[src/rtl/rdq32_reader_if.sv]
// Handshake bundle between a queue writer/reader and rdq32_reader.
// The master drives pushes and read acceptance; the slave is the queue.
interface rdq32_reader_if #(
    parameter int WIDTH = 32,
    parameter int DEPTH = 4
);
    localparam int CW = $clog2(DEPTH) + 1;

    logic             wr_en;
    logic [WIDTH-1:0] wr_data;
    logic             wr_full;
    logic             rd_valid;
    logic             rd_ready;
    logic [WIDTH-1:0] rd_data;
    logic [CW-1:0]    count;
    logic             ovf;

    modport master (
        output wr_en, wr_data, rd_ready,
        input  wr_full, rd_valid, rd_data, count, ovf
    );

    modport slave (
        input  wr_en, wr_data, rd_ready,
        output wr_full, rd_valid, rd_data, count, ovf
    );
endinterface

[src/rtl/rdq32_reader.sv]
// Small FIFO feeding a valid/ready reader, with sticky overflow flag.
// RDQ32_BYPASS_EN enables a zero-latency pass-through when the queue is empty.
module rdq32_reader #(
    parameter int WIDTH = 32,
    parameter int DEPTH = 4
) (
    input logic         clk,
    input logic         r,
    rdq32_reader_if.slave bus
);
    localparam int AW = $clog2(DEPTH);
    localparam int CW = AW + 1;

    typedef enum logic [1:0] {
        EMPTY,
        PARTIAL,
        FULL
    } state_t;

    logic [WIDTH-1:0] r_mem [DEPTH];
    logic [AW-1:0]    r_wr_ptr;
    logic [AW-1:0]    r_rd_ptr;
    logic [CW-1:0]    r_count;
    logic             r_ovf;

    state_t w_state;
    logic   w_valid;
    logic   w_thru;
    logic   w_pop;
    logic   w_push;
    logic   w_do_push;
    logic   w_do_pop;

    // Occupancy class comes straight from count; nothing extra is stored.
    always_comb begin
        w_state = PARTIAL;
        if (r_count == '0)
            w_state = EMPTY;
        else if (r_count == CW'(DEPTH))
            w_state = FULL;
    end

`ifdef RDQ32_BYPASS_EN
    assign w_valid     = (w_state != EMPTY) | bus.wr_en;
    assign w_thru      = (w_state == EMPTY) & bus.wr_en & bus.rd_ready;
    assign bus.rd_data = (w_state == EMPTY) ? bus.wr_data : r_mem[r_rd_ptr];
`else
    assign w_valid     = (w_state != EMPTY);
    assign w_thru      = 1'b0;
    assign bus.rd_data = r_mem[r_rd_ptr];
`endif

    assign w_pop     = w_valid & bus.rd_ready;
    assign w_push    = bus.wr_en & ((w_state != FULL) | w_pop);
    // A pass-through word never touches storage, pointers or count.
    assign w_do_push = w_push & ~w_thru;
    assign w_do_pop  = w_pop & ~w_thru;

    assign bus.rd_valid = w_valid;
    assign bus.wr_full  = (w_state == FULL);
    assign bus.count    = r_count;
    assign bus.ovf      = r_ovf;

    always_ff @(posedge clk) begin
        if (!r) begin
            r_wr_ptr <= '0;
            r_rd_ptr <= '0;
            r_count  <= '0;
            r_ovf    <= 1'b0;
        end else begin
            if (w_do_push)
                r_wr_ptr <= r_wr_ptr + AW'(1);
            if (w_do_pop)
                r_rd_ptr <= r_rd_ptr + AW'(1);
            if (w_do_push && !w_do_pop)
                r_count <= r_count + CW'(1);
            else if (w_do_pop && !w_do_push)
                r_count <= r_count - CW'(1);
            if (bus.wr_en && (w_state == FULL) && !w_pop)
                r_ovf <= 1'b1;
        end
    end

    always_ff @(posedge clk) begin
        if (r && w_do_push)
            r_mem[r_wr_ptr] <= bus.wr_data;
    end
endmodule

[src/flat_wrapper.sv]
// flat-port wrapper written by rule: the top's interface ports become plain ports
module rdq32_reader_flat 
#(
    parameter int WIDTH = 32,
    parameter int DEPTH = 4
)
  (clk, r, bus_wr_en, bus_wr_data, bus_rd_ready, bus_wr_full, bus_rd_valid, bus_rd_data, bus_count, bus_ovf);
  rdq32_reader_if #(.WIDTH(WIDTH), .DEPTH(DEPTH)) bus_i ();
  input logic clk;
  input logic r;
  input wire logic [$bits(bus_i.wr_en)-1:0] bus_wr_en;
  input wire logic [$bits(bus_i.wr_data)-1:0] bus_wr_data;
  input wire logic [$bits(bus_i.rd_ready)-1:0] bus_rd_ready;
  output wire logic [$bits(bus_i.wr_full)-1:0] bus_wr_full;
  output wire logic [$bits(bus_i.rd_valid)-1:0] bus_rd_valid;
  output wire logic [$bits(bus_i.rd_data)-1:0] bus_rd_data;
  output wire logic [$bits(bus_i.count)-1:0] bus_count;
  output wire logic [$bits(bus_i.ovf)-1:0] bus_ovf;
  assign bus_i.wr_en = bus_wr_en;
  assign bus_i.wr_data = bus_wr_data;
  assign bus_i.rd_ready = bus_rd_ready;
  assign bus_wr_full = bus_i.wr_full;
  assign bus_rd_valid = bus_i.rd_valid;
  assign bus_rd_data = bus_i.rd_data;
  assign bus_count = bus_i.count;
  assign bus_ovf = bus_i.ovf;
  rdq32_reader #(.WIDTH(WIDTH), .DEPTH(DEPTH)) u_core (.clk(clk), .r(r), .bus(bus_i));
endmodule
[config.mk]
export PLATFORM = sky130hd
export DESIGN_NAME = rdq32_reader_flat
export DESIGN_NICKNAME = d
export VERILOG_FILES = /design/src/rtl/rdq32_reader_if.sv /design/src/rtl/rdq32_reader.sv /design/src/flat_wrapper.sv
export SDC_FILE = /design/constraint.sdc
export NUM_CORES = 1
export LEC_CHECK = 0
export CAP_MARGIN = 20
export CORE_UTILIZATION = 40
export DETAILED_ROUTE_END_ITERATION = 10
export GPL_TIMING_DRIVEN = 1
export PLACE_DENSITY = 0.74
export RECOVER_POWER = 25
export SLEW_MARGIN = 20
export SYNTH_ARGS = -nofsm -noshare
export SYNTH_HDL_FRONTEND = slang
export SYNTH_SLANG_ARGS = --single-unit
[constraint.sdc]
create_clock -name clk -period 4.1 [get_ports clk]
set_input_delay 1.23 -clock clk [delete_from_list [all_inputs] [get_ports clk]]
set_output_delay 1.23 -clock clk [all_outputs]
set_load 0.03 [all_outputs]
==> qor.txt, run 1 <==
clock period minus worst slack: 3.500 ns
worst slack after detailed placement: 0.5934 ns
Placed Instances: 463
static leakage: 2.204 nW
type of element launching the critical path: register
overall die height: 115.5 um
worst-case setup margin in the final layout: 0.6004 ns
post-synth net total: 261
Setup-failing EPs final: 0
cell count after synthesis: 219
Tot GR Track Use: 0.1482
TritonCTS clock tree: yes
antenna-violating nets left: 0
Post-DP Area: 6157 um^2
CTS H-Tree Depth: 4
worst hold slack: 0.5098 ns
via count: 2461
pin slew with the least headroom to its limit: 0.5099 ns
Iter 0 DRT Violations: 141
dominant cells by area after synthesis: edfxtp_1 75%, mux4_2 14%, dfxtp_1 3.9%
Max Root-Sink Buffers: 2
Core Box Area: 12570 um^2
clock tree skew after final layout: 0.005459 ns
upper clock frequency limit: 285.7 MHz
via count of the first global-routing pass: 2580
Max Fanout on Critical Path: 17
Slew Viols, Final: 0
hold buffer count at CTS: 0
peak supply drop: 0.3100 mV
half-perimeter wire length of the detailed placement result: 5.525 mm
Area Growth Syn to Fin: 31.83%
num ports: 74
total of warnings raised by yosys: 0
result of the run: finished clean
dominant cell type by area after synthesis: edfxtp_1
Die Width: 115.5 um
required arrival time at the worst endpoint: 2.87 ns
starting density of the core: 0.4098
number of sinks on the clock net: 138
Tightest Hold Check Type: register to register
proportion of netlist area held by the largest area contributor: 0.7464
initial antenna violation count: 0
post-route cell area: 6789 um^2
type of the setup path with the least slack: register to output pin
Max Cap Viol: 0
library cell used as clock root buffer: clkbuf_16
share of synthesized area occupied by flip-flops and latches: 0.7852
Final Cycle Share: 0.8536
DRC violation count after routing: 0
Site Rows: 41
largest net degree at the start of global routing: 18
synth unique cells: 24
count of TritonRoute iterations in the first routing pass: 4
mean number of vias per cell: 4.972
global-route wire length before repair: 13.79 mm
final design utilization: 0.5402
antenna cell count: 0
kind of end point of the critical path: output pin
post-synthesis register bit count: 138
total CTS buffers: 17
critical path data arrival time: 2.27 ns
clock transition time at the flip-flop clock pins of the worst setup and hold paths: 0.06 ns
power after layout: 4.455 mW
detail-routed net length per standard cell: 18.09 um
worst max-slew margin expressed relative to the limit: 0.6601
post-CTS resize count: 0
Final Hold Fails: 0
layout cells sized above 1: 0.2353
overflow left after global routing: 0
Synth Area per Inst: 23.52 um^2
clock network latency to the later pin of the worst-skew pair: 0.41 ns
post-CTS setup buffer count: 0
area of the die: 13330 um^2
Final Instance Count excl. Fillers: 495
number of nets in the final layout: 352
setup TNS after final layout: 0 ns
total standard cell area after synthesis: 5150 um^2
Final GP Congestion: 0.6943
count of buffers inserted at the top-level ports: 73
wire length reported by the detailed router: 8.955 mm
total power divided by cell area: 656.2 nW/um^2
unrepaired setup endpoints after global routing: false
registers in the layout, indices dropped and copies added (netlist names), named ones only:
signal / count
u_core.r_rd_ptr: 2
u_core.bus.ovf: 1
u_core.r_mem: 128
u_core.r_wr_ptr: 2
u_core.bus.count: 3
worst paths after layout:
check / cells after the start / endpoint / slack [ns] / startpoint
worst max-delay path: 3 / bus_rd_data[3] / 0.60 / register
worst min-delay path: 2 / u_core.bus.ovf$_SDFFE_PN0P_ / 0.51 / u_core.bus.ovf$_SDFFE_PN0P_
worst max register to register: 9 / u_core.bus.count[2]$_SDFFE_PN0P_ / 1.80 / u_core.bus.count[0]$_SDFFE_PN0P_
worst min register to register: 2 / u_core.bus.ovf$_SDFFE_PN0P_ / 0.51 / u_core.bus.ovf$_SDFFE_PN0P_
logic make-up after synthesis:
kind of cell,count (synthesis),synth area share
AND/OR/NAND/NOR,19,0.02308
buffers and inverters,12,0.01555
AO/OA/AOI/OAI,5,0.007530
XOR/XNOR,4,0.006804
flip-flops,138,0.7852
multiplexers,35,0.1458
adder cells (fa/ha/maj),6,0.01604
routing by layer:
metal | share of wire | global-route usage
met5 | 0 | 0
met3 | 0.043 | 0.05021
met2 | 0.50 | 0.2351
met1 | 0.44 | 0.1819
met4 | 0.020 | 0.07532
cells in the mapped netlist:
master / instances
a21boi_0: 1
a21oi_1: 1
and2_1: 4
and3_1: 4
buf_2: 4
buf_6: 4
clkbuf_1: 1
dfxtp_1: 10
edfxtp_1: 128
fa_1: 1
ha_1: 5
inv_1: 3
mux2i_1: 3
mux4_2: 32
nand2_1: 4
nor2b_1: 3
nor3b_1: 1
nor4b_2: 1
o21ai_0: 1
o311ai_1: 1
o31ai_2: 1
or3_1: 2
xnor2_1: 3
xor2_1: 1
area by class of cell:
class | instances | area (um^2)
inverter | 3 | 11.26
sequential | 138 | 4046
clock buffer | 19 | 432.9
clock inverter | 13 | 198.9
timing repair buffer | 81 | 853.3
multi-input combinational | 69 | 1031
tap | 172 | 215.2
fill | 980 | 5779
where the power goes:
part / total [mW] / internal, mW / leakage [nW] / switching [mW]
combinational: 1.14 / 0.551 / 0.660 / 0.591
clock: 1.61 / 1.07 / 0.298 / 0.542
sequential: 1.70 / 1.63 / 1.25 / 0.0672
total: 4.46 / 3.25 / 2.20 / 1.20
critical path, stage by stage (launching register included):
cell and delay [ns]:
dfxtp_2 0.32, buf_4 0.33, mux4_2 0.58, clkdlybuf4s50_1 0.62
cells in the final DEF (no fill, tap or decap), types with 3 or more instances in the layout:
master,Yosys,routed
and3_2,0,4
clkinvlp_4,0,3
nor2b_1,3,3
clkbuf_16,0,17
buf_4,0,3
inv_1,3,3
buf_12,0,5
dlygate4sd3_1,0,21
xnor2_1,3,3
ha_1,5,5
nand2_1,4,4
edfxtp_1,128,128
clkdlybuf4s50_1,0,52
bufinv_16,0,5
dfxtp_1,10,8
and2_1,4,4
mux4_2,32,32
mux2i_1,3,3
Note: power is estimated with default switching activity, not from simulation.
==> run 2: changes to the inputs <==
- REMOVE_ABC_BUFFERS: default -> 1
- clock period: 4.1 -> 4.2 ns (I/O delays scaled with it)
==> qor.txt, run 2 (synthesis gave the netlist of run 1 again) <==
via count of the first global-routing pass: 2563 (-0.66%)
Register-to-Register Setup Slack: 1.98 ns (+0.18 ns)
Tot GR Track Use: 0.1445 (-0.003720)
kind of end point of the critical path: output pin
Max Fanout on Critical Path: 21 (+4)
required arrival time at the worst endpoint: 2.94 ns (+0.07 ns)
Final Hold Fails: 0 (unchanged)
wire length reported by the detailed router: 8.997 mm (+0.47%)
worst slack after detailed placement: 0.7057 ns (+0.1123 ns)
Max Root-Sink Buffers: 2 (unchanged)
detail-routed net length per standard cell: 18.25 um (+0.88%)
upper clock frequency limit: 268.5 MHz
Post-DP Area: 6130 um^2 (-0.45%)
overall die height: 115.5 um (unchanged)
library cell used as clock root buffer: clkbuf_16
worst hold stages: 2 (unchanged)
depth of the worst register-to-register path: 9 (unchanged)
Iter 0 DRT Violations: 158 (+12%)
mean number of vias per cell: 4.882 (-1.8%)
clock tree skew after final layout: 0.01261 ns (+0.007153 ns)
power after layout: 4.104 mW (-7.9%)
result of the run: finished clean
Core Box Area: 12570 um^2 (unchanged)
pin slew with the least headroom to its limit: 0.8557 ns (+0.3458 ns)
TritonCTS clock tree: yes
clock transition time at the flip-flop clock pins of the worst setup and hold paths: 0.06 ns (about the same)
static leakage: 2.152 nW (-2.4%)
Area Growth Syn to Fin: 29.42%
count of buffers inserted at the top-level ports: 73 (unchanged)
num ports: 74 (unchanged)
Max Cap Viol: 0 (unchanged)
worst hold slack: 0.4972 ns (-0.01262 ns)
clock network latency to the later pin of the worst-skew pair: 0.41 ns (about the same)
number of nets in the final layout: 350 (-0.57%)
initial antenna violation count: 2 (+2)
most used cells in the layout excluding fill and tap cells: 128 x edfxtp_1, 51 x clkdlybuf4s50_1, 32 x mux4_2
number of sinks on the clock net: 138 (unchanged)
final design utilization: 0.5303 (-0.009855)
half-perimeter wire length of the detailed placement result: 5.548 mm (+0.43%)
layout cells sized above 1: 0.2344 (-0.0009191)
global-route wire length before repair: 13.57 mm (-1.6%)
Placed Instances: 461 (-0.43%)
post-CTS setup buffer count: 0 (unchanged)
Top reg by flops: u_core.r_mem
starting density of the core: 0.4098 (unchanged)
overflow left after global routing: 0 (unchanged)
post-CTS resize count: 0 (unchanged)
type of the setup path with the least slack: register to output pin
largest net degree at the start of global routing: 33 (+15)
Final Instance Count excl. Fillers: 493 (-0.40%)
Final GP Congestion: 0.7310 (+5.3%)
worst max-slew margin expressed relative to the limit: 0.4295 (-0.2305)
Site Rows: 41 (unchanged)
unrepaired setup endpoints after global routing: false
Die Width: 115.5 um (unchanged)
area of the die: 13330 um^2 (unchanged)
Tightest Hold Check Type: register to register
hold buffer count at CTS: 0 (unchanged)
Final Cycle Share: 0.8869
DRC violation count after routing: 0 (unchanged)
via count: 2407 (-2.2%)
Slew Viols, Final: 0 (unchanged)
setup TNS after final layout: 0 ns (unchanged)
critical path data arrival time: 2.46 ns (+0.19 ns)
count of TritonRoute iterations in the first routing pass: 4 (unchanged)
leading cell type in the layout, fill and taps excluded: edfxtp_1
clock period minus worst slack: 3.725 ns
total power divided by cell area: 615.7 nW/um^2 (-6.2%)
type of element launching the critical path: register
post-route cell area: 6665 um^2 (-1.8%)
CTS H-Tree Depth: 4 (unchanged)
total CTS buffers: 17 (unchanged)
worst-case setup margin in the final layout: 0.4750 ns (-0.1254 ns)
Setup-failing EPs final: 0 (unchanged)
flip-flop count of the largest register after layout: 128 (unchanged)
antenna-violating nets left: 0 (unchanged)
peak supply drop: 0.4464 mV (+44%)
==> run 2: where the power goes <==
group	switching, mW	leakage [nW]	total [mW]	internal, mW
Sequential	0.102	1.25	1.69	1.59
Combinational	0.547	0.648	1.08	0.537
Clock	0.525	0.259	1.33	0.801
Total	1.17	2.15	4.10	2.93
==> run 2: critical path: stages, from the launching register on <==
cell,delay (ns)
dfxtp_2,0.61
buf_12,0.27
mux4_2,0.54
clkdlybuf4s50_1,0.61
==> run 2: path summary, 6_finish.rpt <==
check	start	end
worst min-delay path	u_core.bus.ovf$_SDFFE_PN0P_	u_core.bus.ovf$_SDFFE_PN0P_
worst max register to register	u_core.bus.count[0]$_SDFFE_PN0P_	u_core.bus.count[2]$_SDFFE_PN0P_
worst max-delay path	register	bus_rd_data[2]
worst min register to register	u_core.bus.ovf$_SDFFE_PN0P_	u_core.bus.ovf$_SDFFE_PN0P_
==> run 2: layer usage <==
| layer | track usage | vias to the layer above | share of wire |
|---|---|---|---|
| met5 | 0 | - | 0.00089 |
| li1 | - | 1093 | - |
| met4 | 0.07879 | 2 | 0.022 |
| met3 | 0.06119 | 20 | 0.075 |
| met1 | 0.1745 | 1220 | 0.42 |
| met2 | 0.2208 | 72 | 0.48 |
==> run 2: layout make-up <==
cell class | instances | area, um^2
well taps | 172 | 215.2
repair buffers | 79 | 825.8
inverters | 3 | 11.26
clock inverters | 13 | 103.9
multi-input cells | 69 | 1031
fillers | 967 | 5903
flip-flops and latches | 138 | 4046
diodes | 1 | 2.502
clock buffers | 18 | 429.2
==> run 3: changes to the inputs <==
- GPL_ROUTABILITY_DRIVEN: default -> 0
==> results of run 3 <==
The final DEF is identical to that of run 2; final timing and power are the same.
